<file path="config.mk">
export PLATFORM = sky130hd
export DESIGN_NAME = oddr_clock_divider_gen_flat
export DESIGN_NICKNAME = d
export VERILOG_FILES = /design/src/rtl/oddr_clock_divider_gen_if.sv /design/src/rtl/oddr_clock_divider_gen.sv /design/src/flat_wrapper.sv
export SDC_FILE = /design/constraint.sdc
export NUM_CORES = 1
export LEC_CHECK = 0
export CAP_MARGIN = 20
export CORE_MARGIN = 10
export CORE_UTILIZATION = 57
export DETAILED_ROUTE_END_ITERATION = 10
export MAX_ROUTING_LAYER = met4
export PLACE_DENSITY = 0.95
export RECOVER_POWER = 50
export REMOVE_ABC_BUFFERS = 1
export SLEW_MARGIN = 0
export SYNTH_ARGS = -nofsm -noshare
export SYNTH_HDL_FRONTEND = slang
export SYNTH_SLANG_ARGS = --single-unit
</file>
<file path="constraint.sdc">
create_clock -name clk_i -period 4.02 [get_ports clk_i]
set_input_delay 0.603 -clock clk_i [delete_from_list [all_inputs] [get_ports clk_i]]
set_output_delay 0.603 -clock clk_i [all_outputs]
set_load 0.05 [all_outputs]
</file>
<file path="src/rtl/oddr_clock_divider_gen_if.sv">
// Bundle of control and DDR-slot signals for the forwarded-clock generator.
//   en_i           run request, level-sensitive
//   half_period_i  requested H (clk_i cycles per output period)
//   d_rise_o       DDR bit for the first half of the current cycle
//   d_fall_o       DDR bit for the second half of the current cycle
//   period_start_o high in the cycle whose rise slot is the rising edge
//   active_o       a period is in progress
//   hp_o           H currently in effect
// master: drives the controls (user logic / bench); slave: the generator.
interface oddr_clock_divider_gen_if #(
    parameter int unsigned hp_width_p = 8
) ();
    logic                  en_i;
    logic [hp_width_p-1:0] half_period_i;
    logic                  d_rise_o;
    logic                  d_fall_o;
    logic                  period_start_o;
    logic                  active_o;
    logic [hp_width_p-1:0] hp_o;

    modport master (
        output en_i, half_period_i,
        input  d_rise_o, d_fall_o, period_start_o, active_o, hp_o
    );

    modport slave (
        input  en_i, half_period_i,
        output d_rise_o, d_fall_o, period_start_o, active_o, hp_o
    );
endinterface

</file>
<file path="src/rtl/oddr_clock_divider_gen.sv">
// Programmable forwarded-clock generator. Each clk_i cycle emits a rise/fall
// slot pair for an external DDR output cell, so the forwarded clock has
// half-cycle duty resolution. The divide ratio is sampled only at period
// boundaries, so ratio changes and stop requests never cut a period short.
// Ports:
//   clk_i      sole clock, all logic on posedge
//   reset_n_i  asynchronous active-low reset
//   bus        oddr_clock_divider_gen_if slave modport (controls + DDR slots)
module oddr_clock_divider_gen #(
    parameter int unsigned hp_width_p = 8,
    parameter int unsigned reset_hp_p = 1
) (
    input  logic                     clk_i,
    input  logic                     reset_n_i,
    oddr_clock_divider_gen_if.slave  bus
);
    // One extra bit so 2H and cnt+1 never overflow at H = 2^w-1.
    localparam int unsigned CntW = hp_width_p + 1;

    localparam logic [0:0] StIdle = 1'b0;
    localparam logic [0:0] StRun  = 1'b1;

    logic [0:0]            state_q, state_d;
    logic [CntW-1:0]       cnt_q, cnt_d;
    logic [hp_width_p-1:0] hp_q, hp_d;
    logic                  rise_q, rise_d;
    logic                  fall_q, fall_d;
    logic                  start_q, start_d;
    logic                  active_q, active_d;

    logic [CntW-1:0] cnt_next;
    logic [CntW-1:0] hp_ext;
    logic [CntW-1:0] two_h;
    logic            run_ok;

    assign cnt_next = cnt_q + CntW'(2);
    assign hp_ext   = {1'b0, hp_q};
    assign two_h    = {hp_q, 1'b0};
    assign run_ok   = bus.en_i && (bus.half_period_i != '0);

    always_comb begin
        state_d  = state_q;
        cnt_d    = cnt_q;
        hp_d     = hp_q;
        rise_d   = 1'b0;
        fall_d   = 1'b0;
        start_d  = 1'b0;
        active_d = 1'b0;
        unique case (state_q)
            StIdle: begin
                if (run_ok) begin
                    state_d = StRun;
                    cnt_d   = '0;
                    hp_d    = bus.half_period_i;
                end
            end
            StRun: begin
                // cnt counts half-cycle slots; cnt is the rise slot, cnt+1 the fall slot.
                rise_d   = cnt_q < hp_ext;
                fall_d   = (cnt_q + CntW'(1)) < hp_ext;
                start_d  = (cnt_q == '0);
                active_d = 1'b1;
                if (cnt_next == two_h) begin
                    cnt_d = '0;
                    if (run_ok) begin
                        hp_d = bus.half_period_i;
                    end else begin
                        state_d = StIdle;
                    end
                end else begin
                    cnt_d = cnt_next;
                end
            end
            default: state_d = StIdle;
        endcase
    end

    always_ff @(posedge clk_i or negedge reset_n_i) begin
        if (!reset_n_i) begin
            state_q  <= StIdle;
            cnt_q    <= '0;
            hp_q     <= hp_width_p'(reset_hp_p);
            rise_q   <= 1'b0;
            fall_q   <= 1'b0;
            start_q  <= 1'b0;
            active_q <= 1'b0;
        end else begin
            state_q  <= state_d;
            cnt_q    <= cnt_d;
            hp_q     <= hp_d;
            rise_q   <= rise_d;
            fall_q   <= fall_d;
            start_q  <= start_d;
            active_q <= active_d;
        end
    end

    assign bus.d_rise_o       = rise_q;
    assign bus.d_fall_o       = fall_q;
    assign bus.period_start_o = start_q;
    assign bus.active_o       = active_q;
    assign bus.hp_o           = hp_q;
endmodule
</file>
<file path="src/flat_wrapper.sv">
// flat-port wrapper written by rule: the top's interface ports become plain ports
module oddr_clock_divider_gen_flat 
#(
    parameter int unsigned hp_width_p = 8,
    parameter int unsigned reset_hp_p = 1
)
  (clk_i, reset_n_i, bus_en_i, bus_half_period_i, bus_d_rise_o, bus_d_fall_o, bus_period_start_o, bus_active_o, bus_hp_o);
  oddr_clock_divider_gen_if #(.hp_width_p(hp_width_p)) bus_i ();
  input  logic clk_i;
  input  logic reset_n_i;
  input wire logic [$bits(bus_i.en_i)-1:0] bus_en_i;
  input wire logic [$bits(bus_i.half_period_i)-1:0] bus_half_period_i;
  output wire logic [$bits(bus_i.d_rise_o)-1:0] bus_d_rise_o;
  output wire logic [$bits(bus_i.d_fall_o)-1:0] bus_d_fall_o;
  output wire logic [$bits(bus_i.period_start_o)-1:0] bus_period_start_o;
  output wire logic [$bits(bus_i.active_o)-1:0] bus_active_o;
  output wire logic [$bits(bus_i.hp_o)-1:0] bus_hp_o;
  assign bus_i.en_i = bus_en_i;
  assign bus_i.half_period_i = bus_half_period_i;
  assign bus_d_rise_o = bus_i.d_rise_o;
  assign bus_d_fall_o = bus_i.d_fall_o;
  assign bus_period_start_o = bus_i.period_start_o;
  assign bus_active_o = bus_i.active_o;
  assign bus_hp_o = bus_i.hp_o;
  oddr_clock_divider_gen #(.hp_width_p(hp_width_p), .reset_hp_p(reset_hp_p)) u_core (.clk_i(clk_i), .reset_n_i(reset_n_i), .bus(bus_i));
endmodule
</file>
# Yosys cells after proc, flatten, opt, wreduce, memory -nomap -nowiden
# Cells that the tools add are included.
dict set report op_classes {
  reduce_logical 3
  magnitude_cmp 2
  muxes 13
  bitwise_logic 1
  eq_ne 3
  add_sub_neg 2
}
# operator count
set op_table {}
lappend op_table {{9-bit by 8-bit < comparator with 1-bit output} 2}
lappend op_table {{9-bit 2-to-1 mux} 2}
lappend op_table {{9-bit case mux with 2 select lines} 1}
lappend op_table {{8-bit 2-to-1 mux} 2}
lappend op_table {{8-bit case mux with 2 select lines} 1}
lappend op_table {{9-bit by 1-bit adder with 9-bit output (second input constant)} 1}
lappend op_table {{9-bit by 2-bit adder with 9-bit output (second input constant)} 1}
lappend op_table {{9-bit equality test} 1}
lappend op_table {{9-bit zero test} 1}
lappend op_table {{8-bit nonzero test} 1}
lappend op_table {{1-bit 2-to-1 mux} 6}
lappend op_table {{2-bit by 1-bit inequality test with 1-bit output (second input constant)} 1}
lappend op_table {{2-bit inequality test (second input constant)} 1}
lappend op_table {{1-bit case mux with 2 select lines} 1}
lappend op_table {{1-bit logical AND} 1}
lappend op_table {{1-bit NOT} 1}
dict set report totals {
  word_cells 31
  register_bits 22
  out_inout_bits 12
  input_bits 11
}

# Logic depth before layout (Yosys ltp)
dict set report logic_depth {
  word_depth 5
  depth_mapped 9
}

# Least setup slack after synthesis
# OpenSTA, ideal clock, no wires.
dict set report synth_path {
  kind {register to register}
  startpoint {register u_core.cnt_q[1]}
  endpoint {register u_core.cnt_q[6]}
  n_path_buf 1
  synth_period_minus_slack_ns 2.234
  arrival_ns 2.110
  setup_time_ns 0.124
  slack_ns 1.786
  stages_incl_launch_ff 10
  cell_sequence {dfrtp_1 -> ha_1 -> xor2_1 -> a211oi_2 -> o2111ai_1 -> a211o_1 -> o21ai_2 -> buf_6 -> nor3_1 -> a211o_1}
}
dict set report synth_between {
  elab_chain_cells 4
}
# element line_no
set synth_rtl {}
lappend synth_rtl {{start, declared} oddr_clock_divider_gen.sv:24} ;# logic [CntW-1:0] cnt_q, cnt_d;
lappend synth_rtl {{start signal, assigned} oddr_clock_divider_gen.sv:89} ;# cnt_q <= cnt_d;
lappend synth_rtl {{9-bit by 2-bit adder with 9-bit output (*)} oddr_clock_divider_gen.sv:36} ;# assign cnt_next = cnt_q + CntW'(2);
lappend synth_rtl {{9-bit equality test} oddr_clock_divider_gen.sv:63} ;# if (cnt_next == two_h) begin
lappend synth_rtl {{9-bit 2-to-1 mux (*)} oddr_clock_divider_gen.sv:63}
lappend synth_rtl {{9-bit case mux with 2 select lines (*)} oddr_clock_divider_gen.sv:49} ;# unique case (state_q)
# Every way passes the cells marked *; elsewhere a longest branch is shown, timed or not.
# A chain may end at the register's enable or synchronous reset.

# Worst setup path in the final report
dict set report layout_path {
  startpoint {register u_core.cnt_q[1]}
  endpoint {register u_core.hp_q[7], in the netlist u_core.bus.hp_o[7]}
}
dict set report layout_between {
  elab_chain_cells 3
}
# element line_no
set layout_rtl {}
lappend layout_rtl {{9-bit by 2-bit adder with 9-bit output} oddr_clock_divider_gen.sv:36}
lappend layout_rtl {{9-bit equality test} oddr_clock_divider_gen.sv:63}
lappend layout_rtl {{2-bit inequality test (no line)} -}
lappend layout_rtl {{end signal, assigned} oddr_clock_divider_gen.sv:82} ;# hp_q <= hp_width_p'(reset_hp_p);
lappend layout_rtl {{end signal, assigned} oddr_clock_divider_gen.sv:90} ;# hp_q <= hp_d;
lappend layout_rtl {{end, declared} oddr_clock_divider_gen.sv:25} ;# logic [hp_width_p-1:0] hp_q, hp_d;
# Every way passes these cells.

==> flow_summary.toml <==
[floorplanning]
die_w_um = 70.55
fp.dieArea_um2 = 4977
die_y_um = 70.55
core-area_um2 = 2455
ioPinCount = 23
rows = 18
start_util_pct = 59.33

[logic_synthesis]
synth_seq_area_share_pct = 36.17
yosys_warnings = 0
muxShareOfSynthArea_pct = 0
synth_xor_area_share_pct = 5.412
synth_seq_cells = 21
syn_area_um2 = 1456
yosys.area_share.simple_pct = 17.10
syn_avg_cell_area_um2 = 9.582
synth_top_family_by_area = "compound AO/OA/AOI/OAI gates"
synth.distinct_cells = 43
async_flop_share_pct = 100.0
synth_compound_area_share_pct = 21.65
synth-main-ff-cell = "dfrtp_1"
synthAdderAreaFrac_pct = 12.89
synth_edf_count = 0
synth_cells = 152

[run]
maxCapViolations = 0

[routing]
via_count = 1243
drc_errors = 0
drtPass1Iterations = 4
routed_wl_um = 3427
via_per_inst = 6.278
drt_iter0_drc = 78
wire_per_inst_um = 17.31
postRouteAntennaNets = 0

[finish]
final_cell_mix = "dfrtp_1 (20), clkdlybuf4s50_1 (18), ha_1 (15)"
post-route-util_pct = 68.14
final_common_cell = "dfrtp_1"
nets = 195
area_delta_synth_final_pct = 14.86
design_area_um2 = 1673
diodes = 0
drive_gt1_share_pct = 5.952

[clock_tree]
clk_pin_slew_ns = 0.13
cts_tree = "done"
clockBufferDepth = 2
cts_root_buf = "clkbuf_4"
post_cts_buffers = 0
cts_resized = 0
cts-htree-levels = 1
cts_made_buffers = 3
clk_latency_ns = 0.31
cts_hold_buf = 0
numClockSinks = 21

[placed_design]
hpwl_um = 2658
gp_congestion = 0.9508
placed_area_um2 = 1645
portBuffers = 22

[timing]
fin_crit_sh_pct = 68.70
tightest_slew_ns = 0.8997
max_freq_mhz = 362.1
period_needed_ns = 2.762
skew_ns = 0.005135
setup_viol_count_final = 0
slew_headroom_pct = 39.82
rsz0062_at_grt = "no"
tns_ns = 0
drv_slew = 0
hold_viol = 0

[setup_path]
required_ns = 4.28
path_max_fanout = 13
start_kind = "flop"
crit_path_end_kind = "flop"
cp.arrival_ns = 3.02
critPathKind = "reg2reg"

[power]
p_per_area_nw_per_um2 = 200.2
irDropWorstVdd_mv = 0.2046
total_power_uw = 334.9
p_leak_uw = 0.0007320

[min_path]
min_path_type = "reg2reg"

[global_routing]
grt_max_degree = 22
antenna_found_initial = 0
overflow = 0
grt_pass1_vias = 1304
grt_pass1_wl_um = 5878
track_usage_pct = 14.41

[run_status]
outcome = "complete, no violations"
==> final timing paths <==
check	from	slack, ns	cells after the start	endpoint
min reg2reg	u_core.state_q	0.56	0	u_core.bus.active_o
max	u_core.cnt_q[1]	1.26	8	u_core.bus.hp_o[7]
min	u_core.state_q	0.56	0	u_core.bus.active_o
max reg2reg	u_core.cnt_q[1]	1.26	8	u_core.bus.hp_o[7]
max in group asynchronous	reset_n_i	2.62	1	u_core.bus.hp_o[3]
min in group asynchronous	reset_n_i	0.84	1	u_core.bus.d_fall_o
==> metal layers <==
layer / GRT usage, % / wire length (um) / up-vias / part of all wire [%]
met5: - / 0 / - / 0
met3: 4.045 / 256 / 11 / 7.5
li1: - / - / 590 / -
met1: 15.19 / 1411 / 588 / 41
met4: 6.022 / 85 / 0 / 2.5
met2: 24.75 / 1675 / 54 / 49
==> critical path, cell delays in order (launching register included) <==
cell and delay [ns]:
dfrtp_1 0.54, ha_1 0.32, nand3_1 0.16, and2_1 0.18
a211o_1 0.24, a211o_1 0.28, o21ai_2 0.42, and2_1 0.38
a22o_1 0.20
==> registers in the layout (all words and copies together), names as in the netlist <==
register and flops:
u_core.bus.d_fall_o 1, u_core.bus.period_start_o 1, u_core.bus.hp_o 8, u_core.cnt_q 8, u_core.state_q 1, u_core.bus.active_o 1
u_core.bus.d_rise_o 1
==> synth_stat cells, drive strengths merged, types with 4 or more instances <==
master,count,area [um2]
a211o,4,35.03
a21oi,6,30.03
a22o,8,70.07
buf,6,53.79
clkbuf,4,15.01
dfrtp,20,500.5
ha,15,187.7
inv,8,30.03
nand2,10,40.04
nand2b,4,25.02
nand3,5,30.03
nor2,5,18.77
nor3,5,25.02
o21ai,10,53.80
xor2,6,52.55
==> layout make-up <==
| class | count | area [um2] |
|---|---|---|
| well taps | 30 | 37.54 |
| multi-input cells | 113 | 830.8 |
| fillers | 197 | 782.0 |
| clock buffers | 3 | 22.52 |
| inverters | 8 | 30.03 |
| clock inverters | 1 | 5.005 |
| flip-flops and latches | 21 | 526.8 |
| repair buffers | 22 | 220.2 |
==> cell families (layout without fill, tap and decap cells) <==
group / Yosys count / after routing
buf+inv: 18 / 34
compound gates: 44 / 44
xor+xnor: 9 / 9
fa+ha+maj: 15 / 15
flops: 21 / 21
simple gates: 45 / 45
==> through the flow <==
step / hold WS, ns / std cells / worst slack [ns]
2_1_floorplan: 0.3074 / 142 / 1.645
3_3_place_gp: 0.5421 / 194 / 1.438
3_5_place_dp: 0.5415 / 194 / 1.302
4_1_cts: 0.5541 / 198 / 1.287
5_1_grt: 0.5897 / 198 / 1.069
6_report: 0.5630 / 198 / 1.258
==> power by group <==
group	switching (uW)	total, uW	internal, uW
sequential	0	211	211
combinational	7.48	16.6	9.12
clock	69.8	107	37.2
Power figures use the tool's default switching activity.
